<file path="src/rtl/alu_pkg.sv">
// Shared definitions for the 8-bit four-stage ALU and the blocks that feed it.
package alu_pkg;
  localparam int ALU_W       = 8;
  localparam int ALU_LATENCY = 4;

  typedef enum logic [2:0] {
    ADD = 3'b000,
    SUB = 3'b001,
    AND = 3'b010,
    OR  = 3'b011,
    XOR = 3'b100,
    NOT = 3'b101,
    SHL = 3'b110,
    SHR = 3'b111
  } alu_op_e;
endpackage

</file>
<file path="src/rtl/alu_result_fifo.sv">
// Synchronous show-ahead FIFO; head is forced to zero while empty so the
// outputs stay clean through reset without clearing the storage.
module alu_result_fifo #(
  parameter int DEPTH = 8,
  parameter int WIDTH = 12
) (
  input  logic             clk,
  input  logic             reset_n,
  input  logic             push,
  input  logic [WIDTH-1:0] push_data,
  input  logic             pop,
  output logic [WIDTH-1:0] head,
  output logic             full,
  output logic             empty
);
  localparam int AW = (DEPTH > 1) ? $clog2(DEPTH) : 1;
  localparam int CW = $clog2(DEPTH + 1);

  logic [DEPTH-1:0][WIDTH-1:0] mem;
  logic [AW-1:0]               wr_idx, rd_idx;
  logic [CW-1:0]               count;
  logic                        do_push, do_pop;

  function automatic logic [AW-1:0] nxt(input logic [AW-1:0] i);
    return (i == AW'(DEPTH - 1)) ? '0 : i + 1'b1;
  endfunction

  assign empty   = (count == '0);
  assign full    = (count == CW'(DEPTH));
  assign do_pop  = pop & ~empty;
  // A push into a full FIFO only lands when the head leaves on the same edge.
  assign do_push = push & (~full | do_pop);
  assign head    = empty ? '0 : mem[rd_idx];

  always_ff @(posedge clk or negedge reset_n) begin
    if (!reset_n) begin
      wr_idx <= '0;
      rd_idx <= '0;
      count  <= '0;
    end else begin
      if (do_push) wr_idx <= nxt(wr_idx);
      if (do_pop)  rd_idx <= nxt(rd_idx);
      if (do_push && !do_pop)      count <= count + 1'b1;
      else if (!do_push && do_pop) count <= count - 1'b1;
    end
  end

  always_ff @(posedge clk) begin
    if (do_push) mem[wr_idx] <= push_data;
  end
endmodule

</file>
<file path="src/rtl/alu_issue_ctrl.sv">
// Issue/collect front end for the pipelined ALU: registered issue, valid/tag
// pipe matched to ALU latency, credit-guarded result FIFO.
module alu_issue_ctrl
  import alu_pkg::*;
#(
  parameter int LATENCY    = ALU_LATENCY,
  parameter int FIFO_DEPTH = 8,
  parameter int TAG_W      = 4
) (
  input  logic               clk,
  input  logic               reset_n,
  input  logic               in_valid,
  output logic               in_ready,
  input  logic [2:0]         in_op,
  input  logic [ALU_W-1:0]   in_a,
  input  logic [ALU_W-1:0]   in_b,
  input  logic [TAG_W-1:0]   in_tag,
  output logic [2:0]         alu_op_code,
  output logic [ALU_W-1:0]   alu_a,
  output logic [ALU_W-1:0]   alu_b,
  input  logic [ALU_W-1:0]   alu_result,
  output logic               out_valid,
  input  logic               out_ready,
  output logic [ALU_W-1:0]   out_result,
  output logic [TAG_W-1:0]   out_tag,
  output logic               busy
);
  localparam int OCC_W = $clog2(FIFO_DEPTH + 1);

  typedef struct packed {
    logic [ALU_W-1:0] result;
    logic [TAG_W-1:0] tag;
  } res_ent_t;

  logic                          accept, pop;
  logic [LATENCY:0]              vld_pipe;
  logic [LATENCY:0][TAG_W-1:0]   tag_pipe;
  logic [OCC_W-1:0]              occupancy;
  res_ent_t                      push_ent, head_ent;
  logic                          fifo_full, fifo_empty;

  assign accept    = in_valid & in_ready;
  assign pop       = out_valid & out_ready;
  // Credits are counted from registered state only, so a pop frees a slot next cycle.
  assign in_ready  = (occupancy < OCC_W'(FIFO_DEPTH)) & reset_n;
  assign busy      = (occupancy != '0);
  assign out_valid = ~fifo_empty;
  assign out_result = head_ent.result;
  assign out_tag    = head_ent.tag;
  assign push_ent   = '{result: alu_result, tag: tag_pipe[LATENCY]};

  always_ff @(posedge clk or negedge reset_n) begin
    if (!reset_n) begin
      alu_op_code <= '0;
      alu_a       <= '0;
      alu_b       <= '0;
      vld_pipe    <= '0;
      tag_pipe    <= '0;
    end else begin
      // Bubbles are issued as zeros; their results are never collected.
      alu_op_code <= accept ? in_op : 3'b000;
      alu_a       <= accept ? in_a  : {ALU_W{1'b0}};
      alu_b       <= accept ? in_b  : {ALU_W{1'b0}};
      vld_pipe    <= {vld_pipe[LATENCY-1:0], accept};
      tag_pipe    <= {tag_pipe[LATENCY-1:0], (accept ? in_tag : {TAG_W{1'b0}})};
    end
  end

  always_ff @(posedge clk or negedge reset_n) begin
    if (!reset_n)          occupancy <= '0;
    else if (accept && !pop) occupancy <= occupancy + 1'b1;
    else if (!accept && pop) occupancy <= occupancy - 1'b1;
  end

  alu_result_fifo #(
    .DEPTH (FIFO_DEPTH),
    .WIDTH (ALU_W + TAG_W)
  ) u_fifo (
    .clk       (clk),
    .reset_n   (reset_n),
    .push      (vld_pipe[LATENCY]),
    .push_data (push_ent),
    .pop       (pop),
    .head      (head_ent),
    .full      (fifo_full),
    .empty     (fifo_empty)
  );

  a_no_overflow: assert property (@(posedge clk) disable iff (!reset_n)
    !(vld_pipe[LATENCY] && fifo_full && !pop));
endmodule

</file>
<file path="config.mk">
export PLATFORM = sky130hd
export DESIGN_NAME = alu_issue_ctrl
export DESIGN_NICKNAME = d
export VERILOG_FILES = /design/src/rtl/alu_pkg.sv /design/src/rtl/alu_result_fifo.sv /design/src/rtl/alu_issue_ctrl.sv
export SDC_FILE = /design/constraint.sdc
export NUM_CORES = 1
export LEC_CHECK = 0
export CORE_MARGIN = 2
export CORE_UTILIZATION = 50
export CTS_CLUSTER_DIAMETER = 150
export DETAILED_ROUTE_END_ITERATION = 12
export PLACE_DENSITY = 0.8
export SLEW_MARGIN = 20
export SYNTH_ARGS = -nofsm -noshare
export SYNTH_HDL_FRONTEND = slang
export SYNTH_SLANG_ARGS = --single-unit
</file>
<file path="constraint.sdc">
create_clock -name clk -period 2.6 [get_ports clk]
set_input_delay 0.39 -clock clk [delete_from_list [all_inputs] [get_ports clk]]
set_output_delay 0.39 -clock clk [all_outputs]
set_load 0.01 [all_outputs]
</file>
==> impl_metrics.toml <==
[status]
status = "completed"

[synth]
yosysSeqAreaShare_pct = 74.1
synthAdderAreaFrac_pct = 2.83
syn_area_sq_um = 5850
synth_fp_nets = 358
yosys_warnings = 0
synth_compound_gate_area_share_pct = 3.49
synth_area_leaders = "edfxtp_1 49%, dfrtp_1 25%, mux4_2 9.2%, and3_1 2.5%, ha_1 2.1%"
avgSynthCellArea_sq_um = 18.8
synthMuxAreaShare_pct = 11.1
synth_cell_types = 32
synth_top_family_by_area = "multiplexers"
synth_cells = 311
synth-simple-area-share_pct = 6.31
yosys_register_bits = 154
synthXorXnorAreaFrac_pct = 0.599
synth_top_area_share_pct = 49.3
yosys.area.top_type = "edfxtp_1"

[global_routing]
grt_pass1_vias = 3414
grt_pass1_wl_um = 18100
grt_overflow = 0
grt_max_degree = 59
antenna_found_initial = 0
grt_use_total_pct = 19.3

[sta]
finalSetupViolations = 0
rsz0062_at_grt = "yes"
fin_ws_ns = 0.0286
hold_viol = 0
fmax_mhz = 389
drv_slew = 0
max-slew-margin-rel_pct = 53.5
skew_ns = 0.00951
min_period_over_period_pct = 98.9
finalCriticalPeriod_ns = 2.57
worst_pin_slew_ns = 0.698

[die]
start_util_pct = 51.2
io_pins = 69
die_w_um = 112
die_area_sq_um = 12600
coreArea_sq_um = 11400
fp-row-count = 39
die_h_um = 112

[cells_and_area]
fin_util_pct = 66.7
diodes = 0
fin_nets = 465
finalInstanceArea_sq_um = 7610
syn_to_final_growth_pct = 30.2
drive_gt1_share_pct = 27.8
regArea_sq_um = 4340
fill_cells = 759
multiInputGateArea_sq_um = 1530

[clock_network]
clk_latency_ns = 0.41
cts_sinks = 154
path_clk_slew_ns = 0.06
cts_tree = "built"
cts_inserted_buffers = 17
htree_levels = 4
clockBufferDepth = 2
root_buffer = "clkbuf_16"
ctsHoldBuffers = 0

[critical_path]
worstPathArrival_ns = 2.85
reg2regPathDepth = 9
cp_num_cells = 9
path_cells = "or4_4, buf_6, nand2_2, ha_4, inv_2, ha_4, or4_4, o211ai_1, o211ai_1"
critPathMaxFanout = 5
path_class = "flop to flop"
required_ns = 2.88
crit_family = "simple AND/OR/NAND/NOR gates"
cpPeakStageDelay_ns = 0.60
cp-end-kind = "flop"
cp_num_buf_inv = 2
critPathLaunchType = "flop"
slowest_stage = "or4_4"

[route]
first_iter_violations = 230
ant_nets = 0
drt_first_pass_iters = 4
wl_per_cell_um = 20.2
viasPerCell = 5.57
routed_wl_um = 11600
num_vias = 3200
drc = 0

[run]
cap_violations = 0

[power_and_ir_drop]
p_leak_nw = 2.98
power_density_nw_per_um2 = 1080
ir_worst_vdd_mv = 0.620

[hold_path]
min_path_type = "primary input to async pin"

[placed_design]
place.gp.congestion = 0.728
numPortBuffers = 68
dp_hpwl_um = 6680
post-place-ws_ns = -0.0134
placed_area_sq_um = 6850
-- worst register-to-register path: cells and delay by family (launching register included) --
kind,cells,cell delay (ns)
AO/OA/AOI/OAI,2,0.26
AND/OR/NAND/NOR,3,1.21
flip-flops,1,0.38
buffers and inverters,2,0.21
adder cells (fa/ha/maj),2,0.38
-- routing by layer --
metal | track usage [%] | vias up | part of all wire (%)
li1 | - | 1438 | -
met1 | 23.7 | 1645 | 41
met2 | 33.3 | 104 | 53
met3 | 5.35 | 13 | 5.1
met4 | 6.67 | 0 | 1.3
met5 | 0 | - | 0
-- synthesized netlist by cell type --
master and instances:
edfxtp_1 96, dfrtp_1 58, mux4_2 24, and3_1 23, a22o_1 12, ha_1 10, clkbuf_1 9, mux2_2 8
nand2_1 7, nor3_1 6, nor2_1 5, o211ai_1 5, a21oi_1 4, buf_2 4, nand3_1 4, or4_1 4
xnor2_1 4, inv_1 3, nand2b_1 3, or3_1 3, a2111o_1 2, buf_6 2, fa_1 2, mux2i_1 2
nand3b_1 2, nor2b_1 2, o21ai_0 2, and2_1 1, and2_4 1, nor2b_4 1, nor4_1 1, o21ai_2 1
-- cell usage in the layout (no fill, tap or decap), types with 4 or more instances in the layout --
cell              n
edfxtp_1         96
dfrtp_1          56
clkdlybuf4s50_1  55
buf_4            27
mux4_2           24
and3_1           23
clkbuf_16        17
a22o_1           12
mux2_2            8
nand2_1           6
nor3_1            6
o211ai_1          5
nor2_1            5
ha_1              5
inv_6             5
xnor2_1           4
nand3_1           4
ha_4              4
buf_2             4
clkdlybuf4s15_1   4
-- power by group --
group / internal (mW) / total, mW / leakage [nW] / switching [mW]
sequential: 2.89 / 3.12 / 1.64 / 0.228
combinational: 1.49 / 2.70 / 1.06 / 1.21
clock: 1.43 / 2.42 / 0.282 / 0.992
-- worst paths after layout --
check                      slack (ns)                           end                   startpoint
setup / recovery                 0.03      occupancy[3]$_DFFE_PN0P_  u_fifo.count[2]$_DFFE_PN0P_
hold / removal                   0.12            alu_b[6]$_DFF_PN0_                      reset_n
setup reg to reg                 0.03      occupancy[3]$_DFFE_PN0P_  u_fifo.count[2]$_DFFE_PN0P_
hold reg to reg                  0.34         tag_pipe[8]$_DFF_PN0_        tag_pipe[4]$_DFF_PN0_
max in group asynchronous        1.98  u_fifo.rd_idx[0]$_DFFE_PN0P_                      reset_n
min in group clk                 0.34         tag_pipe[8]$_DFF_PN0_        tag_pipe[4]$_DFF_PN0_
-- state kept, by name (all words and copies together), names as in the netlist --
name,count
alu_a,8
alu_b,8
alu_op_code,3
occupancy,4
push_ent,4
tag_pipe,16
u_fifo.count,4
u_fifo.mem,96
u_fifo.rd_idx,3
u_fifo.wr_idx,3
vld_pipe,5
-- through the flow --
step	std cells	power (mW)	hold slack, ns	TNS, ns
2_1_floorplan	311	4.66	0.0944	0
3_3_place_gp	528	5.50	0.332	0
3_5_place_dp	528	5.63	0.335	-0.0134
4_1_cts	571	8.24	0.144	0
5_1_grt	574	8.63	0.171	-0.0733
6_report	574	8.24	0.118	0
-- cells by family (layout without fill, tap and decap cells) --
kind of cell,after synthesis,count (layout)
xor+xnor,4,4
fa+ha+maj,12,12
buf+inv,18,136
compound gates,26,26
mux,34,34
flops,154,154
simple gates,63,65
-- layout make-up --
| cell class | count | area share [%] |
|---|---|---|
| timing repair buffer | 101 | 12.7 |
| clock buffer | 17 | 5.59 |
| multi-input combinational | 141 | 20.1 |
| inverter | 3 | 0.148 |
| sequential | 154 | 57.0 |
| tap | 143 | 2.35 |
| clock inverter | 15 | 2.15 |
-- what timing repair did --
action | in CTS | in global routing
gates cloned | 3 | 0
setup buffers | 8 | 3
setup endpoints to repair | 13 | 9
pin swaps | 1 | 1
resized for setup | 31 | 13
Power figures use the tool's default switching activity.
